**src/rtl/imm_gen_pipe.sv**
```systemverilog
// RISC-V immediate generator followed by a bubble-collapsing register pipeline.
// Decode is combinational; each stage carries valid/imm/tag and advances when it
// is empty or everything downstream of it can move.
package cotm32_pkg;
  typedef enum logic [2:0] {
    IMM_I = 3'd0,
    IMM_S = 3'd1,
    IMM_B = 3'd2,
    IMM_U = 3'd3,
    IMM_J = 3'd4,
    IMM_Z = 3'd5
  } imm_t;
endpackage

module imm_gen_pipe
  import cotm32_pkg::*;
#(
  parameter int unsigned XLEN    = 32,   // 32 or 64
  parameter int unsigned STAGES  = 1,    // 1..4
  parameter int unsigned TAG_W   = 5,
  parameter bit          EN_ZIMM = 1'b1
) (
  input logic          i_clk,
  input logic          i_rst,
  imm_gen_pipe_if.slave pipe_io
);

  logic [31:0]     inst;
  logic [31:0]     imm32;
  logic [XLEN-1:0] imm_dec;
  logic            unused_inst;

  assign inst        = pipe_io.i_inst;
  assign unused_inst = ^inst[6:0];  // opcode bits carry no immediate

  // Format decode to a 32-bit value whose bit 31 is the sign for every format
  always_comb begin
    imm32 = '0;
    case (pipe_io.i_sel)
      IMM_I:   imm32 = {{20{inst[31]}}, inst[31:20]};
      IMM_S:   imm32 = {{20{inst[31]}}, inst[31:25], inst[11:7]};
      IMM_B:   imm32 = {{19{inst[31]}}, inst[31], inst[7], inst[30:25], inst[11:8], 1'b0};
      IMM_U:   imm32 = {inst[31:12], 12'b0};
      IMM_J:   imm32 = {{11{inst[31]}}, inst[31], inst[19:12], inst[20], inst[30:21], 1'b0};
      IMM_Z:   imm32 = EN_ZIMM ? {27'b0, inst[19:15]} : 32'b0;
      default: imm32 = '0;
    endcase
  end

  // Widening to 64 bits replicates bit 31 (zimm has bit 31 clear, so stays zero-extended)
  assign imm_dec = XLEN'($signed(imm32));

  // Chain index 0 is the upstream offer, index k+1 is the output of stage k.
  logic [STAGES:0]  vld_c;
  logic [XLEN-1:0]  imm_c [STAGES+1];
  logic [TAG_W-1:0] tag_c [STAGES+1];
  logic [STAGES-1:0] adv;

  assign vld_c[0] = pipe_io.i_valid;
  assign imm_c[0] = imm_dec;
  assign tag_c[0] = pipe_io.i_tag;

  for (genvar k = 0; k < STAGES; k++) begin : g_stage
    logic             valid_q, valid_d;
    logic [XLEN-1:0]  imm_q, imm_d;
    logic [TAG_W-1:0] tag_q, tag_d;

    // A stage moves if it or any stage after it is empty, or the consumer takes data
    assign adv[k] = ~(&vld_c[STAGES:k+1]) | pipe_io.i_ready;

    // Load from upstream on advance, hold otherwise; flush kills valid regardless
    always_comb begin
      valid_d = valid_q;
      imm_d   = imm_q;
      tag_d   = tag_q;
      if (adv[k]) begin
        valid_d = vld_c[k];
        imm_d   = imm_c[k];
        tag_d   = tag_c[k];
      end
      if (pipe_io.i_flush) begin
        valid_d = 1'b0;
      end
    end

    // Stage registers with asynchronous clear
    always_ff @(posedge i_clk or posedge i_rst) begin
      if (i_rst) begin
        valid_q <= 1'b0;
        imm_q   <= '0;
        tag_q   <= '0;
      end else begin
        valid_q <= valid_d;
        imm_q   <= imm_d;
        tag_q   <= tag_d;
      end
    end

    assign vld_c[k+1] = valid_q;
    assign imm_c[k+1] = imm_q;
    assign tag_c[k+1] = tag_q;
  end

  assign pipe_io.o_ready = adv[0];
  assign pipe_io.o_valid = vld_c[STAGES];
  assign pipe_io.o_imm   = imm_c[STAGES];
  assign pipe_io.o_tag   = tag_c[STAGES];
  assign pipe_io.o_count = 3'($countones(vld_c[STAGES:1]));

endmodule

```
**src/rtl/imm_gen_pipe_if.sv**
```systemverilog
// Handshake and data bundle for imm_gen_pipe: upstream instruction/selector/tag
// offer, downstream extended immediate, plus the occupancy count.
interface imm_gen_pipe_if #(
  parameter int unsigned XLEN  = 32,
  parameter int unsigned TAG_W = 5
) ();
  logic [31:0]      i_inst;
  logic [2:0]       i_sel;   // cotm32_pkg::imm_t encoding
  logic [TAG_W-1:0] i_tag;
  logic             i_valid;
  logic             o_ready;
  logic             i_flush;
  logic             o_valid;
  logic             i_ready;
  logic [XLEN-1:0]  o_imm;
  logic [TAG_W-1:0] o_tag;
  logic [2:0]       o_count;

  // Producer/consumer side (drives the inputs, observes the outputs)
  modport master (
    output i_inst, i_sel, i_tag, i_valid, i_flush, i_ready,
    input  o_ready, o_valid, o_imm, o_tag, o_count
  );

  // Pipeline side
  modport slave (
    input  i_inst, i_sel, i_tag, i_valid, i_flush, i_ready,
    output o_ready, o_valid, o_imm, o_tag, o_count
  );
endinterface

```
**src/flat_wrapper.sv**
```systemverilog
// flat-port wrapper written by rule: the top's interface ports become plain ports
module imm_gen_pipe_flat import cotm32_pkg::*;
#(
  parameter int unsigned XLEN    = 32,              
  parameter int unsigned STAGES  = 1,           
  parameter int unsigned TAG_W   = 5,
  parameter bit          EN_ZIMM = 1'b1
)
  (i_clk, i_rst, pipe_io_i_inst, pipe_io_i_sel, pipe_io_i_tag, pipe_io_i_valid, pipe_io_i_flush, pipe_io_i_ready, pipe_io_o_ready, pipe_io_o_valid, pipe_io_o_imm, pipe_io_o_tag, pipe_io_o_count);
  imm_gen_pipe_if #(.XLEN(XLEN), .TAG_W(TAG_W)) pipe_io_i ();
  input logic i_clk;
  input logic i_rst;
  input wire logic [$bits(pipe_io_i.i_inst)-1:0] pipe_io_i_inst;
  input wire logic [$bits(pipe_io_i.i_sel)-1:0] pipe_io_i_sel;
  input wire logic [$bits(pipe_io_i.i_tag)-1:0] pipe_io_i_tag;
  input wire logic [$bits(pipe_io_i.i_valid)-1:0] pipe_io_i_valid;
  input wire logic [$bits(pipe_io_i.i_flush)-1:0] pipe_io_i_flush;
  input wire logic [$bits(pipe_io_i.i_ready)-1:0] pipe_io_i_ready;
  output wire logic [$bits(pipe_io_i.o_ready)-1:0] pipe_io_o_ready;
  output wire logic [$bits(pipe_io_i.o_valid)-1:0] pipe_io_o_valid;
  output wire logic [$bits(pipe_io_i.o_imm)-1:0] pipe_io_o_imm;
  output wire logic [$bits(pipe_io_i.o_tag)-1:0] pipe_io_o_tag;
  output wire logic [$bits(pipe_io_i.o_count)-1:0] pipe_io_o_count;
  assign pipe_io_i.i_inst = pipe_io_i_inst;
  assign pipe_io_i.i_sel = pipe_io_i_sel;
  assign pipe_io_i.i_tag = pipe_io_i_tag;
  assign pipe_io_i.i_valid = pipe_io_i_valid;
  assign pipe_io_i.i_flush = pipe_io_i_flush;
  assign pipe_io_i.i_ready = pipe_io_i_ready;
  assign pipe_io_o_ready = pipe_io_i.o_ready;
  assign pipe_io_o_valid = pipe_io_i.o_valid;
  assign pipe_io_o_imm = pipe_io_i.o_imm;
  assign pipe_io_o_tag = pipe_io_i.o_tag;
  assign pipe_io_o_count = pipe_io_i.o_count;
  imm_gen_pipe #(.XLEN(XLEN), .STAGES(STAGES), .TAG_W(TAG_W), .EN_ZIMM(EN_ZIMM)) u_core (.i_clk(i_clk), .i_rst(i_rst), .pipe_io(pipe_io_i));
endmodule
```
**config.mk**
```make
export PLATFORM = sky130hd
export DESIGN_NAME = imm_gen_pipe_flat
export DESIGN_NICKNAME = d
export VERILOG_FILES = /design/src/rtl/imm_gen_pipe.sv /design/src/rtl/imm_gen_pipe_if.sv /design/src/flat_wrapper.sv
export SDC_FILE = /design/constraint.sdc
export NUM_CORES = 1
export LEC_CHECK = 0
export CAP_MARGIN = 20
export CORE_UTILIZATION = 30
export DETAILED_ROUTE_END_ITERATION = 12
export SLEW_MARGIN = 20
export SYNTH_ARGS = -nofsm -noshare
export SYNTH_HDL_FRONTEND = slang
export SYNTH_SLANG_ARGS = --single-unit
```
**constraint.sdc**
```tcl
create_clock -name i_clk -period 3.55 [get_ports i_clk]
set_input_delay 0.71 -clock i_clk [delete_from_list [all_inputs] [get_ports i_clk]]
set_output_delay 0.71 -clock i_clk [all_outputs]
set_load 0.005 [all_outputs]
```
==> impl_summary.md <==
Drt
The routed design uses between 1500 and 2000 um of met2 wire. After detailed routing, the wire length on met1 is about 2000 um. In the routed design, unresolved DRC markers number 0. The vias per cell is 4.88. The average wire per standard cell is 14.6 um. The detailed router placed approximately 1,400 vias in this run. The highest layer touched by signal routing is met4. The number of nets still failing antenna checks after routing is 0. After detailed routing, the total wire length is approximately 4300 um. Detailed routing placed a total of between 300 and 400 um of wire on met3. For this run, the detailed router's first-pass iteration total came to 4. The number of DRC markers after the initial detailed-route iteration is 50.

Worst setup path
The category of cells accounting for the largest share of critical-path delay is buffers and inverters. STA classifies the critical path startpoint as a primary input. Data arrives at the worst endpoint at a little under 2 ns. The critical path goes through clkdlybuf4s50_1 > and2b_2 > clkinv_1 > clkdlybuf4s50_1. The kind of critical path is in -> out. The critical path endpoint category is an output pin. The number of buffer and inverter stages on the critical path is 3.

The library cell appearing most often on the critical path is clkdlybuf4s50_1. The biggest cell delay along the critical path is ~0.51 ns. The cell with the biggest individual delay on the critical path is clkdlybuf4s50_1. The required arrival time at the worst endpoint is 2.84 ns. Along the worst path, the maximum fanout reaches 2.

GRT
The via count of the first global-routing pass is about 1,500. The first-pass GRT wire length is 7320 um. For this run, the total global-route usage over all layers was measured as 0.155. The initial antenna violation count is 0. Entering global routing, the biggest net connects 40 pins.

Global routing finished with a remaining overflow of 0.

Timing
For the pin with the worst max-slew slack, the measured transition is ~0.74 ns. The final critical-path share of the clock period is 0.745. Hold is met by between 0.4 and 0.5 ns.

Timing would allow up to between 300 and 400 MHz. In the post-route analysis, the smallest setup slack over all paths is 0.905 ns. The post-layout minimum cycle time is roughly 2.6 ns. The number of failing hold endpoints at the final stage is 0. Setup violations remaining at the end of the flow were counted as 0. Across the routed clock network, the largest skew measured is between 0.006 and 0.007 ns.

Setup total negative slack on the finished layout was measured at 0 ns. Measured against its own limit, the worst slew margin works out to 0.503. The number of max-slew violations in the final report is 0. Setup repair after global routing left no endpoint under its margin.

Hold path
The min-delay analysis places its worst path in the category reg -> reg.

Synthesis
The share of the Yosys chip area taken by registers is 0.553. By area, the combinational part of the netlist is dominated by compound AO/OA/AOI/OAI gates. The number of different library cells used by synthesis comes to 30. The Yosys step of the flow raised 0 warnings.

Of the total synthesized cell area, the portion taken by AND, OR, NAND and NOR gates is 0.127. After synthesis, the cell types taking the most area are dfrtp_1, a221o_1, nand2_1, nand3b_1, a22o_1. Of the total synthesized cell area, the portion taken by full adders, half adders and majority gates is 0.00655. The number of flip-flops and latches in the synthesized netlist is 38. The portion of synthesized area spent on multiplexers is 0.0298. The largest area contributor in the synthesized netlist is dfrtp_1. The complex-gate fraction of the synthesized area is 0.215. Dividing the synthesized area by the synthesized cell count gives roughly 12 um^2. The synthesized netlist occupies a cell area of ~1700 um^2. The cell count after synthesis is between 100 and 150.

The share of synthesized area in the top cell type comes to 0.553. Of the total synthesized cell area, the portion taken by XOR and XNOR cells is 0.

Floorplan
The floorplan core area is 5510 um^2. The die is between 70 and 80 um tall. The die covers roughly 6000 um^2. For this design the top-level I/O count stands at a little under 90. The die is about 80 um wide. The number of placement rows is 27. For this configuration, the core starts out at a cell density of 0.312.

Pwr
The total power density per cell area is about 420 nW/um^2. VDD sags by at most 0.206 mV. For this design the static power due to leakage is around 0.0011 uW.

Outcome
The run finished with clean final reports.

Clocking
In this run the deepest clock path goes through 2 buffers. In this run, CTS created clock tree buffers numbering 5. The root cell of the clock tree is clkbuf_8. The clock input transition at the sequential cells of the worst setup and hold paths is approximately 0.08 ns. The post-CTS setup buffer count is 0. The number of gates resized after cts is 0. In this run the number of H-tree levels came out at 2.

The total of hold buffers inserted after clock tree synthesis is 0. The TritonCTS clock tree is yes. The number of clock sinks seen by CTS is 38. The clock latency reported for the late side of the worst-skew pair is slightly below 0.3 ns.

Final layout
At the end of the flow, the number of nets in the layout was between 200 and 300. At the end of the flow the core is filled with cells to 0.479. The library cell used most frequently in the layout, excluding fill and tap cells, is clkdlybuf4s50_1. The number of antenna diodes in the final layout is 0. The signed area change from the synthesized netlist to the final layout is 53.3%. Of the cells placed in the final design, the portion with a size suffix greater than 1 is 0.0938. The library cells used most frequently in the layout, excluding fill and tap cells, are clkdlybuf4s50_1, dfrtp_1, a221o_1.

Place
The final estimated routing congestion in global placement is about 0.7. The number of buffers inserted by port buffering is 77. Once detailed placement completed, the half-perimeter wirelength came to between 3000 and 4000 um.

Timing analysis after detailed placement gives a worst setup slack of 0.885 ns.

Run
The number of max-cap violations is 0.
-- final cells by class --
cell class | instances | area, um^2
fillers | 497 | 2870
flip-flops and latches | 38 | 951
repair buffers | 83 | 816
multi-input cells | 93 | 659
well taps | 72 | 90.1
clock buffers | 5 | 68.8
clock inverters | 3 | 45.0
inverters | 2 | 7.51
-- cell usage after synthesis --
| library cell | number |
|---|---|
| a211oi_2 | 1 |
| a22oi_1 | 1 |
| nor2b_1 | 1 |
| nor2_1 | 13 |
| dfrtp_1 | 38 |
| or3b_4 | 1 |
| conb_1 | 1 |
| a21oi_4 | 1 |
| clkinv_1 | 1 |
| nand2_1 | 18 |
| mux2i_1 | 4 |
| maj3_2 | 1 |
| a211o_1 | 4 |
| nand3b_1 | 7 |
| a22o_1 | 6 |
| nand3_1 | 1 |
| nand2b_1 | 1 |
| buf_4 | 5 |
| buf_2 | 7 |
| and2b_2 | 1 |
| o22a_1 | 1 |
| a21oi_1 | 1 |
| buf_6 | 3 |
| o31ai_1 | 1 |
| a31oi_1 | 4 |
| nor3b_2 | 1 |
| inv_1 | 1 |
| o21ai_0 | 2 |
| a221o_1 | 19 |
| mux2_2 | 1 |
-- worst min-delay path: stages, from the launching register on --
cell and delay, ns:
dfrtp_1 0.34, nand2_1 0.05, nand2_1 0.05
-- worst paths after layout --
path | from | to | slack (ns) | depth (start not counted)
max | pipe_io_i_ready | pipe_io_o_ready | 0.91 | 4
min | u_core.pipe_io.o_tag[2] | u_core.pipe_io.o_tag[2] | 0.47 | 2
max in group asynchronous | i_rst | u_core.pipe_io.o_imm[24] | 2.14 | 3
min in group asynchronous | i_rst | u_core.pipe_io.o_tag[4] | 0.76 | 2
max reg2reg | u_core.pipe_io.o_valid | u_core.pipe_io.o_imm[26] | 1.74 | 4
min reg2reg | u_core.pipe_io.o_tag[2] | u_core.pipe_io.o_tag[2] | 0.47 | 2
-- flip-flops by register name (all words and copies together), names as in the netlist --
name,flops
u_core.pipe_io.o_imm,32
u_core.pipe_io.o_valid,1
u_core.pipe_io.o_tag,5
-- kinds of logic after synthesis --
logic type | count (synthesis)
adder cells (fa/ha/maj) | 1
AND/OR/NAND/NOR | 44
multiplexers | 5
buffers and inverters | 17
AO/OA/AOI/OAI | 41
flip-flops | 38
other | 1
-- through the flow --
| step | cell area (um^2) | total power [uW] | cells |
|---|---|---|---|
| after floorplan | 1720 | 593 | 148 |
| after global placement | 2520 | 735 | 288 |
| after detailed placement | 2520 | 738 | 288 |
| after CTS | 2640 | 1110 | 296 |
| after global routing | 2640 | 1160 | 296 |
| final | 2640 | 1100 | 296 |
-- power breakdown --
group / leakage [uW] / switching (uW) / total (uW) / internal (uW)
clock: 0.0000504 / 166 / 375 / 209
sequential: 0.000479 / 22.4 / 495 / 473
combinational: 0.000600 / 84.5 / 231 / 147
-- per-layer routing --
metal / vias to the layer above / global-route usage
met5: - / 0
li1: 687 / -
met3: 6 / 0.0447
met2: 54 / 0.243
met1: 696 / 0.206
met4: 0 / 0.0453
Note: power is estimated with default switching activity, not from simulation.
